==> config.mk <==
export PLATFORM = sky130hd
export DESIGN_NAME = mmio_bus_flat
export DESIGN_NICKNAME = d
export VERILOG_FILES = /design/src/rtl/mmio_bus_if.sv /design/src/rtl/mmio_bus.sv /design/src/flat_wrapper.sv
export SDC_FILE = /design/constraint.sdc
export NUM_CORES = 1
export LEC_CHECK = 0
export CAP_MARGIN = 20
export CORE_MARGIN = 8
export CORE_UTILIZATION = 30
export DETAILED_ROUTE_END_ITERATION = 6
export DONT_BUFFER_PORTS = 1
export GPL_ROUTABILITY_DRIVEN = 0
export RECOVER_POWER = 50
export SLEW_MARGIN = 20
export SYNTH_ARGS = -nofsm -noshare
export SYNTH_HDL_FRONTEND = slang
export SYNTH_SLANG_ARGS = --single-unit
export TNS_END_PERCENT = 100
==> constraint.sdc <==
create_clock -name clk -period 4.5 [get_ports clk]
set_input_delay 1.35 -clock clk [delete_from_list [all_inputs] [get_ports clk]]
set_output_delay 1.35 -clock clk [all_outputs]
set_load 0.01 [all_outputs]
==> src/rtl/mmio_bus_if.sv <==
// Core-side and peripheral-side signal bundle of the MMIO interconnect.
// The slave modport is the interconnect's view. The master modport is the
// view of the environment, which is the core and the peripherals together.
interface mmio_bus_if #(
    parameter int unsigned N_SLOTS = 8
);
    // core side
    logic                   re;
    logic                   we;
    logic [14:0]            addr;
    logic [7:0]             data_write;
    logic [7:0]             data_read;
    logic                   busy;
    logic                   done;
    logic                   err;
    logic [7:0]             err_cnt;
    logic                   overrun;
    // peripheral side
    logic [N_SLOTS-1:0]     per_sel;
    logic [N_SLOTS-1:0]     per_re;
    logic [N_SLOTS-1:0]     per_we;
    logic [7:0]             per_addr;
    logic [7:0]             per_wdata;
    logic [8*N_SLOTS-1:0]   per_rdata;
    logic [N_SLOTS-1:0]     per_ack;

    modport slave (
        input  re, we, addr, data_write, per_rdata, per_ack,
        output data_read, busy, done, err, err_cnt, overrun,
        output per_sel, per_re, per_we, per_addr, per_wdata
    );

    modport master (
        output re, we, addr, data_write, per_rdata, per_ack,
        input  data_read, busy, done, err, err_cnt, overrun,
        input  per_sel, per_re, per_we, per_addr, per_wdata
    );
endinterface

==> src/rtl/mmio_bus.sv <==
// Memory-mapped I/O interconnect: decodes one 256-byte page per slot.
// A slot is either fixed-latency or handshaked with a timeout. Every access
// ends with a done pulse, and unmapped or timed-out accesses also pulse err.
module mmio_bus #(
    parameter int unsigned N_SLOTS       = 8,
    parameter int unsigned BASE_PAGE     = 0,
    parameter logic [31:0] FAST_MASK     = 32'h0000_00F7,
    parameter int unsigned TIMEOUT       = 255,
    parameter logic [7:0]  UNMAPPED_DATA = 8'hFF
) (
    input logic        clk,
    input logic        rst_n,
    mmio_bus_if.slave  bus
);
    localparam logic [7:0] PAGE_LO  = 8'(BASE_PAGE);
    localparam logic [7:0] PAGE_HI  = 8'(BASE_PAGE + N_SLOTS);
    localparam logic [7:0] TMO_LAST = 8'(TIMEOUT - 1);

    typedef enum logic [1:0] {IDLE, ACCESS, WAIT, DONE} state_t;

    state_t      state_q, state_d;
    logic [6:0]  slot_q, slot_d;
    logic        mapped_q, mapped_d;
    logic        is_wr_q, is_wr_d;
    logic        flag_q, flag_d;
    logic [7:0]  tcnt_q, tcnt_d;
    logic [7:0]  per_addr_q, per_addr_d;
    logic [7:0]  wdata_q, wdata_d;
    logic [7:0]  data_read_q, data_read_d;
    logic [7:0]  err_cnt_q, err_cnt_d;
    logic        overrun_q, overrun_d;

    logic [7:0]         req_page;
    logic               req_mapped;
    logic [6:0]         req_slot;
    logic [N_SLOTS-1:0] sel_vec;
    logic               ack_sel;
    logic               fast_sel;
    logic [7:0]         rdata_sel;

    function automatic logic [7:0] sat_inc8(input logic [7:0] v);
        return (v == 8'hFF) ? v : v + 8'd1;
    endfunction

    assign req_page   = {1'b0, bus.addr[14:8]};
    assign req_mapped = (req_page >= PAGE_LO) && (req_page < PAGE_HI);
    assign req_slot   = bus.addr[14:8] - PAGE_LO[6:0];

    // Demultiplex the latched slot into a one-hot select and pick its ack/rdata/kind
    always_comb begin
        sel_vec   = '0;
        ack_sel   = 1'b0;
        fast_sel  = 1'b0;
        rdata_sel = 8'h00;
        for (int i = 0; i < int'(N_SLOTS); i++) begin
            if (mapped_q && (slot_q == 7'(i))) begin
                sel_vec[i] = 1'b1;
                ack_sel    = bus.per_ack[i];
                fast_sel   = FAST_MASK[i];
                rdata_sel  = bus.per_rdata[8*i +: 8];
            end
        end
    end

    // Next-state logic for the access FSM and its bookkeeping registers
    always_comb begin
        state_d     = state_q;
        slot_d      = slot_q;
        mapped_d    = mapped_q;
        is_wr_d     = is_wr_q;
        flag_d      = flag_q;
        tcnt_d      = tcnt_q;
        per_addr_d  = per_addr_q;
        wdata_d     = wdata_q;
        data_read_d = data_read_q;
        err_cnt_d   = err_cnt_q;
        overrun_d   = overrun_q;

        // a request that arrives outside IDLE is dropped, but it is remembered
        if ((state_q != IDLE) && (bus.re || bus.we)) begin
            overrun_d = 1'b1;
        end

        unique case (state_q)
            IDLE: begin
                if (bus.re || bus.we) begin
                    // we wins when both strobes are high
                    is_wr_d    = bus.we;
                    mapped_d   = req_mapped;
                    slot_d     = req_slot;
                    per_addr_d = bus.addr[7:0];
                    wdata_d    = bus.data_write;
                    state_d    = ACCESS;
                end
            end
            ACCESS: begin
                tcnt_d  = 8'h00;
                flag_d  = 1'b0;
                state_d = WAIT;
            end
            WAIT: begin
                tcnt_d = tcnt_q + 8'd1;
                if (!mapped_q) begin
                    flag_d  = 1'b1;
                    state_d = DONE;
                end else if (fast_sel || ack_sel) begin
                    state_d = DONE;
                end else if (tcnt_q == TMO_LAST) begin
                    flag_d  = 1'b1;
                    state_d = DONE;
                end
                if ((state_d == DONE) && !is_wr_q) begin
                    data_read_d = flag_d ? UNMAPPED_DATA : rdata_sel;
                end
            end
            DONE: begin
                if (flag_q) begin
                    err_cnt_d = sat_inc8(err_cnt_q);
                end
                state_d = IDLE;
            end
            default: state_d = IDLE;
        endcase
    end

    // State and datapath registers; reset abandons any in-flight access
    always_ff @(posedge clk or negedge rst_n) begin
        if (!rst_n) begin
            state_q     <= IDLE;
            slot_q      <= '0;
            mapped_q    <= 1'b0;
            is_wr_q     <= 1'b0;
            flag_q      <= 1'b0;
            tcnt_q      <= 8'h00;
            per_addr_q  <= 8'h00;
            wdata_q     <= 8'h00;
            data_read_q <= 8'h00;
            err_cnt_q   <= 8'h00;
            overrun_q   <= 1'b0;
        end else begin
            state_q     <= state_d;
            slot_q      <= slot_d;
            mapped_q    <= mapped_d;
            is_wr_q     <= is_wr_d;
            flag_q      <= flag_d;
            tcnt_q      <= tcnt_d;
            per_addr_q  <= per_addr_d;
            wdata_q     <= wdata_d;
            data_read_q <= data_read_d;
            err_cnt_q   <= err_cnt_d;
            overrun_q   <= overrun_d;
        end
    end

    assign bus.busy      = (state_q == ACCESS) || (state_q == WAIT);
    assign bus.done      = (state_q == DONE);
    assign bus.err       = (state_q == DONE) && flag_q;
    assign bus.per_sel   = bus.busy ? sel_vec : '0;
    assign bus.per_re    = ((state_q == ACCESS) && !is_wr_q) ? sel_vec : '0;
    assign bus.per_we    = ((state_q == ACCESS) &&  is_wr_q) ? sel_vec : '0;
    assign bus.per_addr  = per_addr_q;
    assign bus.per_wdata = wdata_q;
    assign bus.data_read = data_read_q;
    assign bus.err_cnt   = err_cnt_q;
    assign bus.overrun   = overrun_q;
endmodule

==> src/flat_wrapper.sv <==
// flat-port wrapper written by rule: the top's interface ports become plain ports
module mmio_bus_flat 
#(
    parameter int unsigned N_SLOTS       = 8,
    parameter int unsigned BASE_PAGE     = 0,
    parameter logic [31:0] FAST_MASK     = 32'h0000_00F7,
    parameter int unsigned TIMEOUT       = 255,
    parameter logic [7:0]  UNMAPPED_DATA = 8'hFF
)
  (clk, rst_n, bus_re, bus_we, bus_addr, bus_data_write, bus_per_rdata, bus_per_ack, bus_data_read, bus_busy, bus_done, bus_err, bus_err_cnt, bus_overrun, bus_per_sel, bus_per_re, bus_per_we, bus_per_addr, bus_per_wdata);
  mmio_bus_if #(.N_SLOTS(N_SLOTS)) bus_i ();
  input logic clk;
  input logic rst_n;
  input wire logic [$bits(bus_i.re)-1:0] bus_re;
  input wire logic [$bits(bus_i.we)-1:0] bus_we;
  input wire logic [$bits(bus_i.addr)-1:0] bus_addr;
  input wire logic [$bits(bus_i.data_write)-1:0] bus_data_write;
  input wire logic [$bits(bus_i.per_rdata)-1:0] bus_per_rdata;
  input wire logic [$bits(bus_i.per_ack)-1:0] bus_per_ack;
  output wire logic [$bits(bus_i.data_read)-1:0] bus_data_read;
  output wire logic [$bits(bus_i.busy)-1:0] bus_busy;
  output wire logic [$bits(bus_i.done)-1:0] bus_done;
  output wire logic [$bits(bus_i.err)-1:0] bus_err;
  output wire logic [$bits(bus_i.err_cnt)-1:0] bus_err_cnt;
  output wire logic [$bits(bus_i.overrun)-1:0] bus_overrun;
  output wire logic [$bits(bus_i.per_sel)-1:0] bus_per_sel;
  output wire logic [$bits(bus_i.per_re)-1:0] bus_per_re;
  output wire logic [$bits(bus_i.per_we)-1:0] bus_per_we;
  output wire logic [$bits(bus_i.per_addr)-1:0] bus_per_addr;
  output wire logic [$bits(bus_i.per_wdata)-1:0] bus_per_wdata;
  assign bus_i.re = bus_re;
  assign bus_i.we = bus_we;
  assign bus_i.addr = bus_addr;
  assign bus_i.data_write = bus_data_write;
  assign bus_i.per_rdata = bus_per_rdata;
  assign bus_i.per_ack = bus_per_ack;
  assign bus_data_read = bus_i.data_read;
  assign bus_busy = bus_i.busy;
  assign bus_done = bus_i.done;
  assign bus_err = bus_i.err;
  assign bus_err_cnt = bus_i.err_cnt;
  assign bus_overrun = bus_i.overrun;
  assign bus_per_sel = bus_i.per_sel;
  assign bus_per_re = bus_i.per_re;
  assign bus_per_we = bus_i.per_we;
  assign bus_per_addr = bus_i.per_addr;
  assign bus_per_wdata = bus_i.per_wdata;
  mmio_bus #(.N_SLOTS(N_SLOTS), .BASE_PAGE(BASE_PAGE), .FAST_MASK(FAST_MASK), .TIMEOUT(TIMEOUT), .UNMAPPED_DATA(UNMAPPED_DATA)) u_core (.clk(clk), .rst_n(rst_n), .bus(bus_i));
endmodule
==> flow_summary_export.csv <==
group,metric,value,unit
outcome,outcome,"complete, no violations",
sta,setup_slack,1.16,ns
floorplan,pin_count,159,
sta,maxSlewHeadroom,0.138,
worst_setup_path,slowest_stage,"dfrtp_1",
cells_and_area,drive_above_1_share,0.236,
detailed_routing,wl_per_cell,20.3,µm
worst_setup_path,cpPeakStageDelay,0.42,ns
detailed_routing,firstDrtPassIters,4,
floorplan,start_util,0.305,
global_routing,antenna_found_initial,1,
clocking,numCtsBuffers,5,
floorplan,die_h,115,µm
clocking,cts_tree,"yes",
power_and_ir_drop,vdd_drop_max,0.000241,V
floorplan,die_w,115,µm
hold_path,hp-class,"flip-flop to flip-flop",
placed_design,placedCellCount,375,
worst_setup_path,worstSetupPathType,"flip-flop to output port",
floorplan,core_area,9640,µm²
clocking,post_cts_buffers,0,
worst_setup_path,critPathTopFamily,"simple AND/OR/NAND/NOR gates",
clocking,cts_hold_buf,0,
yosys,synth-edff-count,0,
worst_setup_path,end_kind,"output port",
detailed_routing,drtAntennaViolNets,0,
clocking,cts-root-buf,"clkbuf_8",
detailed_routing,initialDrtViolationCount,80,
global_routing,grt_pass1_vias,2229,
sta,finalCritPeriodShare,0.742,
yosys,ys_warn_count,0,
floorplan,num_rows,36,
yosys,synth_top_flop_cell,"dfrtp_1",
clocking,cts.repair.resized,0,
worst_setup_path,critPathBufInv,0,
run,max_cap_violations,0,
cells_and_area,fin_cells,383,
sta,setup_viol,0,
worst_setup_path,critical_path_required,3.15,ns
sta,whs,0.541,ns
yosys,synthArstFlopShare,1.00,
cells_and_area,synthToLayoutAreaGrowth,8.41,%
yosys,synth_area,2940,µm²
yosys,yosysTopAreaCell,"dfrtp_1",
sta,tns,0,ns
sta,finalCriticalPeriod,3.34,ns
yosys,ys_seq_elements,53,
sta,max_freq,0.299,GHz
cells_and_area,finalInstanceArea,3190,µm²
cells_and_area,final_common_cell,"dfrtp_1",
power_and_ir_drop,power_density,610,nW/µm²
cells_and_area,antennaDiodeCount,0,
global_routing,overflow,0,
clocking,clk_pin_slew,0.10,ns
placed_design,placed_area,3090,µm²
detailed_routing,drcViolationCount,0,
worst_setup_path,crit_path_cell_trace,"nor4_4 -> nor3b_2 -> nand2_1 -> nor2_1",
placed_design,pre_cts_ws,1.46,ns
power_and_ir_drop,p_leak,1.21,nW
sta,skew,0.0157,ns
global_routing,grt_max_degree,54,
yosys,ys_seq_area_frac,0.450,
sta,grt_setup_unrepaired,"no",
clocking,clkLatencyLatePin,0.31,ns
yosys,syn_area_per_cell,11.8,µm²
worst_setup_path,start_kind,"flip-flop",
worst_setup_path,crit_arrival,1.99,ns
sta,worst_pin_slew,1.28,ns
cells_and_area,fin_nets,355,
yosys,synth_nets,356,
yosys,syn_inst,250,
yosys,ys_types,47,
placed_design,hpwl,6180,µm
global_routing,grt_pass1_wl,12200,µm
clocking,numClockSinks,53,
yosys,synth_top_area_frac,0.450,
detailed_routing,drt-total-wl,7790,µm
clocking,htreeDepth,2,
sta,final-hold-violation-count,0,
yosys,synthTopCellsByArea,"dfrtp_1, mux4_2, mux2_2",
global_routing,grt_usage,0.118,
detailed_routing,vias,2029,
clocking,cts_max_path_buffers,2,
placed_design,numPortBuffers,0,
worst_setup_path,critPathMaxFanout,4,
sta,drv_slew,0,
cells_and_area,final_cell_mix,"dfrtp_1, nor2_1, mux2_2",
detailed_routing,vias_per_cell,5.30,
floorplan,dieArea,13200,µm²
-- routing by layer --
| metal | track usage | wire, µm | vias to the layer above |
|---|---|---|---|
| met5 | 0 | 13 | - |
| met4 | 0.0210 | 17 | 2 |
| met3 | 0.0578 | 710 | 4 |
| met2 | 0.205 | 4070 | 70 |
| met1 | 0.129 | 2980 | 1036 |
| li1 | - | - | 917 |
-- logic make-up (layout without fill, tap and decap cells) --
| family | after synthesis | count (layout) | synth area share |
|---|---|---|---|
| DFF | 53 | 53 | 0.450 |
| xor gates and xnor gates | 6 | 6 | 0.0178 |
| adders and majority gates | 7 | 7 | 0.0297 |
| buffers and inverters | 19 | 19 | 0.0272 |
| muxes | 41 | 41 | 0.218 |
| AOI/OAI and AO/OA | 42 | 42 | 0.116 |
| and+or+nand+nor | 82 | 82 | 0.141 |
-- Yosys cell counts, types with 4 or more instances --
library cell  instances
nand3_1              10
nand2_1              18
dfrtp_1              53
mux4_2               16
a2bb2oi_1             8
a22oi_1               8
buf_2                 7
xnor2_1               4
ha_1                  7
o21ai_0               7
inv_1                 8
mux2_2               24
nor2_1               29
clkbuf_1              4
-- sequential cells by signal (all words and copies together), names as in the netlist --
signal	flops
u_core.is_wr_q	1
u_core.tcnt_q	8
u_core.bus.per_addr	8
u_core.state_q	2
u_core.bus.overrun	1
u_core.mapped_q	1
u_core.bus.data_read	8
u_core.slot_q	7
u_core.flag_q	1
u_core.bus.per_wdata	8
u_core.bus.err_cnt	8
-- report_power, final --
group	leakage [nW]	internal (mW)	switching, mW
sequential	0.627	0.637	0.242
combinational	0.523	0.394	0.343
clock	0.0585	0.167	0.163
-- cell type report --
| class | instances | area, µm² |
|---|---|---|
| fillers | 987 | 6450 |
| multi-input cells | 178 | 1540 |
| flip-flops and latches | 53 | 1330 |
| well taps | 133 | 166 |
| clock buffers | 5 | 68.8 |
| clock inverters | 3 | 43.8 |
| inverters | 8 | 30.0 |
| repair buffers | 3 | 18.8 |
-- through the flow --
stage	power, mW	utilization
2_1_floorplan	1.48	-
6_report	1.95	0.331
4_1_cts	1.98	0.332
3_5_place_dp	1.65	0.320
5_1_grt	2.09	0.331
3_3_place_gp	1.62	0.320
-- worst paths after layout --
kind / start / to / slack, ns / cells past startpoint
hold reg to reg: u_core.tcnt_q[6] / u_core.tcnt_q[6] / 0.54 / 1
setup reg to reg: u_core.state_q[0] / u_core.slot_q[4] / 1.93 / 5
min in group asynchronous: rst_n / u_core.bus.data_read[6] / 0.72 / 0
setup / recovery: u_core.slot_q[3] / bus_per_re[0] / 1.16 / 4
hold / removal: u_core.tcnt_q[6] / u_core.tcnt_q[6] / 0.54 / 1
max in group asynchronous: rst_n / u_core.state_q[1] / 3.67 / 0
(Power assumes the default switching activity.)
